--- src/rtl/fifo_rd_stream_if.sv ---
// Read-side drain stream bundle: FIFO read port, output stream and frame report.
interface fifo_rd_stream_if #(
  parameter int unsigned WIDTH = 9,
  parameter int unsigned LEN_W = 11
);
  logic             fifo_empty;
  logic             fifo_r_en;
  logic [WIDTH-1:0] fifo_rdata;
  logic             m_valid;
  logic             m_ready;
  logic [WIDTH-2:0] m_data;
  logic             m_last;
  logic             frame_done;
  logic [LEN_W-1:0] frame_len;
  logic             frame_oversize;

  // Drain engine side.
  modport master (
    input  fifo_empty, fifo_rdata, m_ready,
    output fifo_r_en, m_valid, m_data, m_last, frame_done, frame_len, frame_oversize
  );

  // FIFO plus downstream consumer side.
  modport slave (
    output fifo_empty, fifo_rdata, m_ready,
    input  fifo_r_en, m_valid, m_data, m_last, frame_done, frame_len, frame_oversize
  );
endinterface

--- src/rtl/fifo_rd_stream.sv ---
// Read-domain drain engine: pops the async FIFO, hides its one-cycle read latency behind a
// small output buffer, and streams words out with frame length / oversize reporting.
module fifo_rd_stream #(
  parameter int unsigned WIDTH     = 9,
  parameter int unsigned BUF_DEPTH = 2,
  parameter int unsigned LEN_W     = 11
) (
  input  logic              rclk,
  input  logic              rd_srst,
  fifo_rd_stream_if.master  bus
);

  localparam int unsigned PTR_W = $clog2(BUF_DEPTH);
  localparam int unsigned OCC_W = $clog2(BUF_DEPTH + 1);
  localparam logic [LEN_W-1:0] CNT_MAX = '1;

  logic [WIDTH-1:0] buf_q [BUF_DEPTH];
  logic [PTR_W-1:0] rd_ptr_q, wr_ptr_q;
  logic [OCC_W-1:0] occ_q;
  logic             inflight_q;
  logic [LEN_W-1:0] cnt_q;
  logic             sticky_q;
  logic             frame_done_q;
  logic [LEN_W-1:0] frame_len_q;
  logic             frame_oversize_q;

  logic             pop;
  logic [OCC_W:0]   level;
  logic [WIDTH-1:0] head;

  function automatic logic [PTR_W-1:0] ptr_inc(input logic [PTR_W-1:0] p);
    return (p == PTR_W'(BUF_DEPTH - 1)) ? '0 : p + PTR_W'(1);
  endfunction

  // Stream outputs from the buffer head; read enable keeps buffered + in-flight within depth.
  always_comb begin
    head               = buf_q[rd_ptr_q];
    bus.m_valid        = (occ_q != '0);
    bus.m_data         = head[WIDTH-2:0];
    bus.m_last         = head[WIDTH-1];
    pop                = bus.m_valid & bus.m_ready;
    level              = {1'b0, occ_q} + (OCC_W+1)'(inflight_q) - (OCC_W+1)'(pop);
    bus.fifo_r_en      = !rd_srst && !bus.fifo_empty && (level < (OCC_W+1)'(BUF_DEPTH));
    bus.frame_done     = frame_done_q;
    bus.frame_len      = frame_len_q;
    bus.frame_oversize = frame_oversize_q;
  end

  // Output buffer: capture returning read data at the tail, release from the head on pop.
  // Clearing inflight on reset drops any read whose data is still on its way back.
  always_ff @(posedge rclk) begin
    if (rd_srst) begin
      for (int i = 0; i < int'(BUF_DEPTH); i++) buf_q[i] <= '0;
      rd_ptr_q   <= '0;
      wr_ptr_q   <= '0;
      occ_q      <= '0;
      inflight_q <= 1'b0;
    end else begin
      inflight_q <= bus.fifo_r_en;
      if (inflight_q) begin
        buf_q[wr_ptr_q] <= bus.fifo_rdata;
        wr_ptr_q        <= ptr_inc(wr_ptr_q);
      end
      if (pop) rd_ptr_q <= ptr_inc(rd_ptr_q);
      unique case ({inflight_q, pop})
        2'b10:   occ_q <= occ_q + OCC_W'(1);
        2'b01:   occ_q <= occ_q - OCC_W'(1);
        default: occ_q <= occ_q;
      endcase
    end
  end

  // Per-frame word counter with saturation; reports length/oversize the cycle after the last pop.
  always_ff @(posedge rclk) begin
    if (rd_srst) begin
      cnt_q            <= '0;
      sticky_q         <= 1'b0;
      frame_done_q     <= 1'b0;
      frame_len_q      <= '0;
      frame_oversize_q <= 1'b0;
    end else begin
      frame_done_q <= 1'b0;
      if (pop) begin
        if (bus.m_last) begin
          frame_done_q     <= 1'b1;
          frame_len_q      <= (cnt_q == CNT_MAX) ? CNT_MAX : cnt_q + LEN_W'(1);
          frame_oversize_q <= sticky_q | (cnt_q == CNT_MAX);
          cnt_q            <= '0;
          sticky_q         <= 1'b0;
        end else if (cnt_q == CNT_MAX) begin
          sticky_q <= 1'b1;
        end else begin
          cnt_q <= cnt_q + LEN_W'(1);
        end
      end
    end
  end

  // The read-enable throttle must never let a capture land in a full buffer without a pop.
  buf_no_overflow: assert property (@(posedge rclk) disable iff (rd_srst)
    !(inflight_q && !pop && (occ_q == OCC_W'(BUF_DEPTH))));

endmodule
--- src/flat_wrapper.sv ---
// flat-port wrapper written by rule: the top's interface ports become plain ports
module fifo_rd_stream_flat 
#(
  parameter int unsigned WIDTH     = 9,
  parameter int unsigned BUF_DEPTH = 2,
  parameter int unsigned LEN_W     = 11
)
  (rclk, rd_srst, bus_fifo_empty, bus_fifo_rdata, bus_m_ready, bus_fifo_r_en, bus_m_valid, bus_m_data, bus_m_last, bus_frame_done, bus_frame_len, bus_frame_oversize);
  fifo_rd_stream_if #(.WIDTH(WIDTH), .LEN_W(LEN_W)) bus_i ();
  input  logic rclk;
  input  logic rd_srst;
  input wire logic [$bits(bus_i.fifo_empty)-1:0] bus_fifo_empty;
  input wire logic [$bits(bus_i.fifo_rdata)-1:0] bus_fifo_rdata;
  input wire logic [$bits(bus_i.m_ready)-1:0] bus_m_ready;
  output wire logic [$bits(bus_i.fifo_r_en)-1:0] bus_fifo_r_en;
  output wire logic [$bits(bus_i.m_valid)-1:0] bus_m_valid;
  output wire logic [$bits(bus_i.m_data)-1:0] bus_m_data;
  output wire logic [$bits(bus_i.m_last)-1:0] bus_m_last;
  output wire logic [$bits(bus_i.frame_done)-1:0] bus_frame_done;
  output wire logic [$bits(bus_i.frame_len)-1:0] bus_frame_len;
  output wire logic [$bits(bus_i.frame_oversize)-1:0] bus_frame_oversize;
  assign bus_i.fifo_empty = bus_fifo_empty;
  assign bus_i.fifo_rdata = bus_fifo_rdata;
  assign bus_i.m_ready = bus_m_ready;
  assign bus_fifo_r_en = bus_i.fifo_r_en;
  assign bus_m_valid = bus_i.m_valid;
  assign bus_m_data = bus_i.m_data;
  assign bus_m_last = bus_i.m_last;
  assign bus_frame_done = bus_i.frame_done;
  assign bus_frame_len = bus_i.frame_len;
  assign bus_frame_oversize = bus_i.frame_oversize;
  fifo_rd_stream #(.WIDTH(WIDTH), .BUF_DEPTH(BUF_DEPTH), .LEN_W(LEN_W)) u_core (.rclk(rclk), .rd_srst(rd_srst), .bus(bus_i));
endmodule
--- config.mk ---
export PLATFORM = sky130hd
export DESIGN_NAME = fifo_rd_stream_flat
export DESIGN_NICKNAME = d
export VERILOG_FILES = /design/src/rtl/fifo_rd_stream_if.sv /design/src/rtl/fifo_rd_stream.sv /design/src/flat_wrapper.sv
export SDC_FILE = /design/constraint.sdc
export NUM_CORES = 1
export LEC_CHECK = 0
export BUFFER_PORTS_ARGS = -buffer_cell sky130_fd_sc_hd__buf_2
export CORE_MARGIN = 2
export CORE_UTILIZATION = 54
export CTS_CLUSTER_DIAMETER = 80
export CTS_CLUSTER_SIZE = 28
export DETAILED_ROUTE_END_ITERATION = 8
export PLACE_DENSITY = 0.73
export SYNTH_ARGS = -nofsm -noshare
export SYNTH_HDL_FRONTEND = slang
export SYNTH_SLANG_ARGS = --single-unit
--- constraint.sdc ---
create_clock -name rclk -period 2.3 [get_ports rclk]
set_input_delay 0.23 -clock rclk [delete_from_list [all_inputs] [get_ports rclk]]
set_output_delay 0.23 -clock rclk [all_outputs]
set_load 0.05 [all_outputs]
Yosys cells after proc, flatten, opt, wreduce, memory -nomap -nowiden --
Memories as Yosys holds them, arrays and structs flattened. A register that Yosys moved wholly into a read port is not among the register bits. Index checks and enable logic that the tools add are counted.
Storage, ports and cells: register bits 30, input bits 13, memories 1, RAM bits 18
Cells by class: multiplexer cells 19, order comparisons 1, equality and inequality tests 4, bitwise logic cells 3, reduce and logical (&&, ||, !) cells 12, add/sub/neg operators 7
Memories:
- u_core.buf_q | words 2, width 9, rd ports 1, clocked after Yosys merged registers in 1, wr ports 2, line fifo_rd_stream.sv:17 | logic [WIDTH-1:0] buf_q [BUF_DEPTH];
Operators by type and width (count):
- $mux W11 | 3
- $mux W1 | 14
- $add A11 B1 Y11 const B | 1
- $eq A11 B11 Y1 const B | 1
- $mux W9 | 1
- $reduce_or A9 Y1 | 1
- $reduce_and A2 Y1 | 3
- $reduce_bool A2 Y1 | 3
- $pmux W2 S2 | 1
- $add A2 B1 Y3 | 1
- $lt A3 B2 Y1 const B | 1
- $sub A3 B1 Y3 | 1
- $add A1 B1 Y1 const B | 2
- $add A2 B1 Y2 const B | 1
- $eq A2 B1 Y1 const B | 1
- $eq A2 B2 Y1 const B | 1
- $logic_and A1 B1 Y1 | 2
- $logic_not A1 Y1 | 2
- $ne A2 B1 Y1 const B | 1
- $reduce_or A2 Y1 | 1
- $sub A2 B1 Y2 const B | 1
- $and A1 B1 Y1 | 1
- $not A1 Y1 | 1
- $or A1 B1 Y1 | 1

Logic depth before layout (Yosys ltp) --
Gate-level depths: netlist of the first run.
depth in word-level cells 5, mapped depth 7, gate-level depth less buffers 6

Worst setup path after synthesis of the first run --
Ideal clock, no wire load.
path type register to output, start register u_core.occ_q[1], end output port bus_fifo_r_en, arrival time 3013 ps, setup slack -943 ps, stages on the path, launching flop included 8, buffers on the path 1, cell sequence dfxtp_1 > buf_2 > nand2_1 > mux2i_1 > nand2_1 > fa_1 > xor2_1 > nor4b_1
Between the ends: cells in the longest elaborated chain, start to end 5
RTL lines:
- from (decl) | line fifo_rd_stream.sv:19 | logic [OCC_W-1:0] occ_q;
- from (signal assigned) | line fifo_rd_stream.sv:66 | 2'b10: occ_q <= occ_q + OCC_W'(1);
- from (signal assigned) | line fifo_rd_stream.sv:67 | 2'b01: occ_q <= occ_q - OCC_W'(1);
- from (signal assigned) | line fifo_rd_stream.sv:68 | default: occ_q <= occ_q;
- branches (longest 2 deep; another with $add A2 B1 Y3)
- $sub A3 B1 Y3 (*) | line fifo_rd_stream.sv:42 | level = {1'b0, occ_q} + (OCC_W+1)'(inflight_q) - (OCC_W+1)'(pop);
- $lt A3 B2 Y1 (*) | line fifo_rd_stream.sv:43 | bus.fifo_r_en = !rd_srst && !bus.fifo_empty && (level < (OCC_W+1)'(BUF_DEPTH));
- $logic_and A1 B1 Y1 (*) | line fifo_rd_stream.sv:43
- to (decl) | line flat_wrapper.sv:15 | output wire logic [$bits(bus_i.fifo_r_en)-1:0] bus_fifo_r_en;
Every way passes the cells marked *.

Final worst setup path of the first run --
start register u_core.occ_q[0], end output port bus_fifo_r_en
Same word-level chain as after synthesis.

==> flow_summary.yaml, run 1 <==
final_layout:
  most-common-layout-cells: "buf_2, dfxtp_1, nor2_1"
  diodes: 0
  final_common_cell: "buf_2"
  drive_gt1_share_pct: 27.09
  utilization_pct: 65.73
  nNetsFinal: 265
  syn_to_final_growth_pct: 18.07
  instances_no_fill: 301
synth:
  avgSynthCellArea_sq_um: 10.55
  yosysSeqAreaShare_pct: 52.91
  ys_warn_count: 0
  async_reset_ff_share_pct: 0
  syn_area_sq_um: 2195
  synth_nets: 223
  synth_cells: 208
  ys.flop_type: "dfxtp_1"
  synth_cell_types: 40
  synth-edff-count: 18
  ys_ff_latch: 49
status:
  status: "completed"
worst_setup_path:
  startpoint: "u_core.occ_q[0]"
  cp_slowest_cell: "dfxtp_2"
  crit_chain: "inv_2 -> mux2i_2 -> nand2_1 -> fa_2 -> xor2_1 -> nor4b_4 -> buf_6"
  critical-path-max-stage-delay_ps: 360
  crit_type: "flip-flop to primary output"
  r2r_slack_ps: 280
  cp.arrival_ps: 2000
  crit_path_end_kind: "primary output"
  reg2regPathDepth: 2
  timing.rr.end: "u_core.buf_q[1][5]"
  cp_max_fo: 6
  r2r_start: "u_core.inflight_q"
  critPathRequiredTime_ps: 2070
  start_kind: "flip-flop"
global_route:
  grt_max_degree: 28
  antenna_found_initial: 0
  grt_pass1_wl_um: 7072
  grt_remaining_overflow: 0
  grt_usage_pct: 21.00
  grt_pass1_vias: 1527
timing:
  period_share_pct: 97.09
  maxSlewHeadroom_pct: 30.87
  hold_viol_final: 0
  drv_slew: 0
  max_freq_ghz: 0.4478
  tightest_slew_ps: 1033
  grt_setup_unrepaired: "true"
  setup_viol: 0
  timing.final.ws_setup_ps: 66.96
  fin_crit_ps: 2233
  fin_worst_skew_ps: 5.472
cts:
  insertion_delay_ps: 300
  cts_tree: "built"
  clkTransAtPathRegs_ps: 90
  clock-sinks: 49
  cts-root-buf: "clkbuf_8"
  cts_max_level: 2
  numCtsBuffers: 5
  cts_buffer_depth: 2
drt:
  drtIter0Drc: 112
  viasPerCell: 5.399
  wl_per_cell_um: 14.35
  first_pass_iters: 4
  drcViolationCount: 0
  routed-via-count: 1625
  antenna_left: 0
  wirelength_um: 4320
place:
  post-place-ws_ps: 195.2
  place_congestion: 0.8560
  dp_hpwl_um: 3157
  dp_cells: 291
  port-buffer-count: 36
die:
  core_sq_um: 3943
  pin_count: 37
  die_y_um: 67.75
  num_rows: 23
  initial_core_util_pct: 55.66
  die_x_um: 67.75
  die_area_sq_um: 4590
worst_hold_path:
  hold_path.startpoint: "bus_fifo_empty"
  hold_class: "input port to flip-flop"
  whs_path_depth: 2
  min_to: "u_core.inflight_q"
pwr:
  ir_drop_mv: 0.4273
  leakagePower_nw: 1.036
  powerDensity_nw_per_um2: 683.5
job:
  cap_violations: 0
cell usage after synthesis, drive strengths merged (3+ instances only):
| library cell | n | area, sq um |
|---|---|---|
| nor3b | 3 | 22.52 |
| edfxtp | 18 | 540.5 |
| dfxtp | 31 | 620.6 |
| nor3 | 9 | 45.04 |
| and2 | 20 | 125.1 |
| mux2 | 8 | 90.09 |
| a211oi | 7 | 52.55 |
| xnor2 | 6 | 52.55 |
| mux2i | 3 | 42.54 |
| o21ai | 5 | 25.02 |
| xor2 | 5 | 43.79 |
| o2bb2ai | 3 | 26.28 |
| buf | 4 | 26.27 |
| and4 | 5 | 43.79 |
| nor4b | 3 | 26.28 |
| a311oi | 4 | 35.03 |
| inv | 7 | 26.27 |
| nand3 | 4 | 20.02 |
| a21oi | 3 | 15.01 |
| nand2 | 8 | 30.03 |
| nor2 | 28 | 105.1 |
| clkbuf | 5 | 18.77 |
report_power, final:
part           switching, W  internal [W]
Sequential        0.0000168      0.000930
Combinational      0.000152     0.0000719
Clock              0.000281      0.000320
what timing repair did:
item                                    4_1_cts  5_1_grt
gates resized for setup                       5        1
setup buffers                                 1        1
hold buffers                                  0        0
endpoints found under the setup margin        1        1
state kept, by name, indices dropped and copies added, names as in the netlist, 2 cells and up, named ones only:
signal,cells
u_core.buf_q,18
u_core.bus.frame_len,11
u_core.cnt_q,11
u_core.occ_q,2
cell families after synthesis:
group / count (synthesis) / share of synthesized area [%]
AND/OR/NAND/NOR: 87 / 21.09
flip-flops: 49 / 52.91
AO/OA/AOI/OAI: 32 / 10.83
buffers and inverters: 16 / 3.249
XOR/XNOR: 11 / 4.390
multiplexers: 11 / 6.043
adder cells (fa/ha/maj): 2 / 1.482
worst max-delay path, delay by kind of cell, from the launching register on:
family / cells / cell delay, ps
xor+xnor: 1 / 180
fa+ha+maj: 1 / 350
buf+inv: 2 / 260
flops: 1 / 360
mux: 1 / 220
simple gates: 2 / 340
layer usage:
metal,global-route usage (%),part of all wire [%]
met2,35.54,49
met3,5.667,4.5
met1,25.50,45
met5,0,0
met4,7.653,1.3
through the flow:
stage	power, W	instance area (sq um)	hold slack (ps)	TNS [ps]
2_1_floorplan	0.001129	2210	309.3	0
3_3_place_gp	0.001182	2452	450.8	0
3_5_place_dp	0.001187	2452	460.3	0
4_1_cts	0.001788	2584	132.0	0
5_1_grt	0.001841	2591	137.9	-20.02
6_report	0.001771	2591	141.2	0
final cells by class:
| class | instances | area (sq um) |
|---|---|---|
| clock inverters | 3 | 41.29 |
| repair buffers | 44 | 246.5 |
| fillers | 320 | 1351 |
| well taps | 50 | 62.56 |
| clock buffers | 5 | 68.82 |
| flip-flops and latches | 49 | 1162 |
| inverters | 7 | 26.28 |
| multi-input cells | 143 | 983.4 |
how the worst max path moves through the flow:
stage | to | slack (ps) | depth (start not counted)
floorplan | bus_fifo_r_en | 40 | 7
global placement | bus_fifo_r_en | 250 | 7
detailed placement | bus_fifo_r_en | 200 | 7
CTS | bus_fifo_r_en | 30 | 7
global route | bus_fifo_r_en | -20 | 7
finish | bus_fifo_r_en | 70 | 7
Power figures use the tool's default switching activity.
==> run 2, diff against run 1 <==
==> constraint.sdc (replaced) <==
create_clock -name rclk -period 2.3 [get_ports rclk]
set_input_delay 0.345 -clock rclk [delete_from_list [all_inputs] [get_ports rclk]]
set_output_delay 0.345 -clock rclk [all_outputs]
set_load 0.05 [all_outputs]
==> run 2 against run 1 <==
The flow now finishes with violations (setup timing). Power shrank 4.6%. Cell area is 0.77% higher. Critical endpoint unchanged. Die area unchanged. Non-clock buffer count grew 3. Clock-buffer cell count unchanged. Clock power down 14%. Global-route usage increased by 0.14 points. Largest power group unchanged. Setup slack worse by 74 ps. First-iteration DRC count down 14%. Clock skew grew 4.6 ps. Combinational power rose by 2%. Maximum frequency is 3.2% lower.
==> flow_summary.yaml, run 2 (synthesis gave the netlist of run 1 again) <==
timing:
  fin_worst_skew_ps: 10.03
  fin_crit_ps: 2307
  max_freq_ghz: 0.4335
  holdWs_ps: 257.8
  grt_setup_unrepaired: "true"
  timing.final.ws_setup_ps: -6.894
  setup_viol: 1
  tightest_slew_ps: 874.3
  hold_viol_final: 0
  drv_slew: 0
  maxSlewHeadroom_pct: 41.58
  period_share_pct: 100.3
worst_setup_path:
  reg2regPathDepth: 5
  start_kind: "flip-flop"
  crit_end: "bus_fifo_r_en"
  crit_type: "flip-flop to primary output"
  startpoint: "u_core.occ_q[0]"
  r2r_slack_ps: 260
  critPathRequiredTime_ps: 1960
  cp.arrival_ps: 1960
  cp_max_fo: 2
  timing.rr.end: "u_core.cnt_q[7]"
  crit_path_end_kind: "primary output"
  r2r_start: "u_core.cnt_q[0]"
die:
  num_rows: 23
  core_sq_um: 3943
  pin_count: 37
  initial_core_util_pct: 55.66
  die_area_sq_um: 4590
  die_y_um: 67.75
  die_x_um: 67.75
final_layout:
  most-common-layout-cells: "buf_2, dfxtp_1, nor2_1"
  utilization_pct: 66.23
  nNetsFinal: 268
  largest_register: "u_core.buf_q"
  largest_reg_flops: 18
  syn_to_final_growth_pct: 18.98
  drive_gt1_share_pct: 29.53
  instances_no_fill: 304
  diodes: 0
  final_common_cell: "buf_2"
job:
  cap_violations: 0
worst_hold_path:
  hold_class: "input port to flip-flop"
  hold_path.startpoint: "bus_fifo_empty"
drt:
  routed-via-count: 1654
  antenna_left: 0
  wl_per_cell_um: 14.07
  viasPerCell: 5.441
  drtIter0Drc: 96
  drcViolationCount: 0
  first_pass_iters: 4
  wirelength_um: 4276
cts:
  cts-root-buf: "clkbuf_8"
  clkTransAtPathRegs_ps: 90
  insertion_delay_ps: 300
  clock-sinks: 49
  cts_buffer_depth: 2
  cts_max_level: 2
  hold_buffers: 0
  numCtsBuffers: 5
  cts_tree: "built"
pwr:
  ir_drop_mv: 0.5276
  powerDensity_nw_per_um2: 647.0
  leakagePower_nw: 1.043
global_route:
  grt_usage_pct: 21.13
  antenna_found_initial: 0
  grt_pass1_wl_um: 7093
  grt_remaining_overflow: 0
  grt_max_degree: 22
  grt_pass1_vias: 1555
place:
  port-buffer-count: 36
  dp_cells: 292
  place_congestion: 0.8176
  dp_hpwl_um: 3109
status:
  failed_checks: "setup timing"
  status: "finished with violations"
run 2: cell count changes in the layout (fill, tap and decap cells not counted), sizes merged:
cell,change
buf,+3
bufinv,-1
inv,+1
run 2: how the worst min path moves through the flow:
stage	endpoint	slack, ps	cells past startpoint
after global placement	u_core.bus.frame_len[1]	480	2
after CTS	u_core.inflight_q	250	2
after floorplan	u_core.inflight_q	420	1
after global routing	u_core.inflight_q	240	2
final	u_core.inflight_q	260	2
after detailed placement	u_core.bus.frame_len[10]	480	2
run 2: final cells by class:
type,instances,area [sq um]
timing repair buffer,47,269.0
inverter,7,26.28
clock buffer,5,68.82
clock inverter,3,25.02
tap,50,62.56
multi-input combinational,143,993.5
fill,327,1331
sequential,49,1166
run 2: metal layers:
metal / global-route usage (%) / up-vias / wire length, um
met1: 25.61 / 783 / 1900
met4: 7.653 / 0 / 40
li1: - / 836 / -
met5: 0 / - / 0
met3: 5.167 / 4 / 163
met2: 36.27 / 31 / 2172
run 2: report_power, final:
group / leakage [nW] / total [W] / switching (W) / internal (W)
clock: 0.0447 / 0.000517 / 0.000297 / 0.000220
combinational: 0.558 / 0.000228 / 0.000153 / 0.0000748
sequential: 0.441 / 0.000944 / 0.0000154 / 0.000929
total: 1.04 / 0.00169 / 0.000466 / 0.00122
run 2: per-stage QoR:
| step | setup WS (ps) | TNS [ps] | cell area [sq um] | total power, W |
|---|---|---|---|---|
| after floorplan | -12.69 | -12.69 | 2220 | 0.001129 |
| after global routing | -135.3 | -135.3 | 2611 | 0.001765 |
| after global placement | 122.9 | 0 | 2464 | 0.001183 |
| after detailed placement | 31.47 | 0 | 2464 | 0.001188 |
| after CTS | -19.57 | -19.57 | 2596 | 0.001703 |
| final | -6.894 | -6.894 | 2611 | 0.001689 |
run 2: critical path, stage by stage (launching register included):
cell     delay, ps
dfxtp_2        330
inv_2           60
mux2i_2        220
nand2_1        100
fa_2           360
xor2_2         170
nor4b_4        220
buf_6          190
run 2: what timing repair did:
action	4_1_cts	5_1_grt
endpoints found under the hold margin	0	0
setup endpoints to repair	1	10
resized for setup	4	4
pin swaps	2	0
buffers inserted	4	0
==> run 3, diff against run 2 <==
CORE_UTILIZATION = 50   (was 54)
PLACE_DENSITY = 0.71   (was 0.73)
clock period = 2.1 ns   (was 2.3 ns; I/O delays follow)
==> run 3 against run 2 <==
The run still ends with setup timing left. Power rose by 14%. Hold slack worse by 20 ps. Sequential power increased by 9%. Cell area increased by 0.96%. Cell count rose by 1.3%. Utilization shrank 4.8 points. Via count up 2.0%. Setup slack worse by 150 ps. Global-route usage down 1.7 points. Flip-flop and latch count did not move. Sequential share of layout area shrank 0.52 points. Routed wire length rose by 3.0%.
==> flow_summary.yaml, run 3 (synthesis gave the netlist of run 1 again) <==
status:
  status: "finished with violations"
  failed_checks: "setup timing"
final_layout:
  largest_register: "u_core.buf_q"
  most-common-layout-cells: "buf_2, dfxtp_1, nor2_1"
  diodes: 0
  largest_reg_flops: 18
  final_common_cell: "buf_2"
  syn_to_final_growth_pct: 20.13
  final-seq-area_sq_um: 1164
  multi_input_area_sq_um: 991.0
  drive_gt1_share_pct: 28.91
  fillerInstances: 385
  nNetsFinal: 270
  fin_area_sq_um: 2636
global_route:
  top_usage_layer: "met2"
  grt_pass1_wl_um: 7445
  grt_util_met3_pct: 5.051
  grt_remaining_overflow: 0
  grt_max_degree: 21
  grt_use_met2_pct: 33.86
  grt_pass1_vias: 1667
  grt_usage_pct: 19.43
  antenna_found_initial: 0
  grt_util_met1_pct: 22.55
timing:
  setup_viol: 1
  hold_viol_final: 0
  max_freq_ghz: 0.4430
  grt_setup_unrepaired: "true"
  fin_worst_skew_ps: 5.174
  tightest_slew_ps: 854.6
  maxSlewHeadroom_pct: 42.90
  period_share_pct: 107.5
  drv_slew: 0
  timing.final.ws_setup_ps: -157.4
  finalSetupTns_ps: -157.4
  fin_crit_ps: 2257
cts:
  cts_max_level: 2
  cts-root-buf: "clkbuf_8"
  insertion_delay_ps: 300
  numCtsBuffers: 5
  cts_tree: "built"
  clkTransAtPathRegs_ps: 80
  cts_buffer_depth: 2
  clock-sinks: 49
worst_setup_path:
  cp_max_fo: 2
  crit_type: "flip-flop to primary output"
  start_kind: "flip-flop"
  critical-path-max-stage-delay_ps: 350
  worstPathBufferInverterCount: 2
  critPathRequiredTime_ps: 1780
  crit_path_end_kind: "primary output"
  cp_top_family: "adder cells"
  r2r_slack_ps: 150
  cp.arrival_ps: 1940
  cp_slowest_cell: "fa_2"
  crit_chain: "inv_2 -> mux2i_2 -> nand2_1 -> fa_2 -> xor2_2 -> nor4b_4 -> buf_6"
job:
  cap_violations: 0
place:
  place_congestion: 0.8149
  port-buffer-count: 36
  dp_hpwl_um: 3252
  post-place-ws_ps: -47.47
  placed_area_sq_um: 2511
die:
  num_rows: 24
  die_x_um: 70.25
  die_y_um: 70.25
  die_area_sq_um: 4935
  pin_count: 37
  initial_core_util_pct: 51.11
  core_sq_um: 4294
pwr:
  p_comb_share_pct: 13.1
  p_sw_share_pct: 24.95
  pwr-share-clk_pct: 33.5
  ir_drop_mv: 0.4223
  switching_power_w: 0.0004824
  power_frac_seq_pct: 53.5
  p_int_w: 0.001451
  powerDensity_nw_per_um2: 733.5
  leakagePower_nw: 1.060
drt:
  viasPerCell: 5.477
  wl_per_cell_um: 14.30
  drtIter0Drc: 100
  antenna_left: 0
  wirelength_um: 4405
  routed-via-count: 1687
  first_pass_iters: 4
  drcViolationCount: 0
worst_hold_path:
  hold_class: "input port to flip-flop"
-- run 3: cell count changes in the layout (fill, tap and decap cells not counted), sizes merged --
cell and delta:
clkbuf +1, buf +2, clkinvlp -1, bufinv +1, inv -1
-- run 3: layer usage --
| metal | part of all wire (%) | vias up |
|---|---|---|
| met3 | 4.2 | 7 |
| met4 | 1.8 | 0 |
| met1 | 41 | 808 |
| met2 | 53 | 35 |
| li1 | - | 837 |
| met5 | 0 | - |
-- run 3: power groups by stage --
stage                     combinational, W  sequential, W  clock, W
after floorplan                   0.000165        0.00107         0
after global placement            0.000247        0.00105         0
after detailed placement          0.000250        0.00106         0
after CTS                         0.000255        0.00103  0.000661
after global routing              0.000271        0.00104  0.000705
final                             0.000252        0.00103  0.000647
-- run 3: layout make-up --
class | count | area share [%]
Clock buffer | 6 | 2.753
Clock inverter | 2 | 1.281
Inverter | 7 | 0.9967
Multi-Input combinational cell | 143 | 37.59
Sequential cell | 49 | 44.14
Tap cell | 52 | 2.468
Timing Repair Buffer | 49 | 10.77
-- run 3: what timing repair did --
action | 4_1_cts | 5_1_grt
gates resized for setup | 6 | 0
hold buffers | 0 | 0
pin swaps | 2 | 1
setup buffers | 0 | 0
setup endpoints to repair | 1 | 1
-- run 3: through the flow --
| step | hold slack (ps) | total power (W) | utilization [%] | instances |
|---|---|---|---|---|
| finish | 238.3 | 0.001934 | 61.39 | 308 |
| global route | 227.7 | 0.002014 | 61.39 | 308 |
| CTS | 222.2 | 0.001950 | 61.39 | 308 |
| detailed placement | 479.6 | 0.001306 | 58.48 | 300 |
| global placement | 474.7 | 0.001299 | 58.48 | 300 |
| floorplan | 394.3 | 0.001237 | - | 208 |
-- run 3: final timing paths --
check,startpoint,to,cells after the start
worst max-delay path,u_core.occ_q[0],bus_fifo_r_en,7
worst min register to register,u_core.bus.frame_len[1],u_core.bus.frame_len[1],2
worst max register to register,u_core.cnt_q[1],u_core.cnt_q[9],5
worst min-delay path,bus_fifo_empty,u_core.inflight_q,2
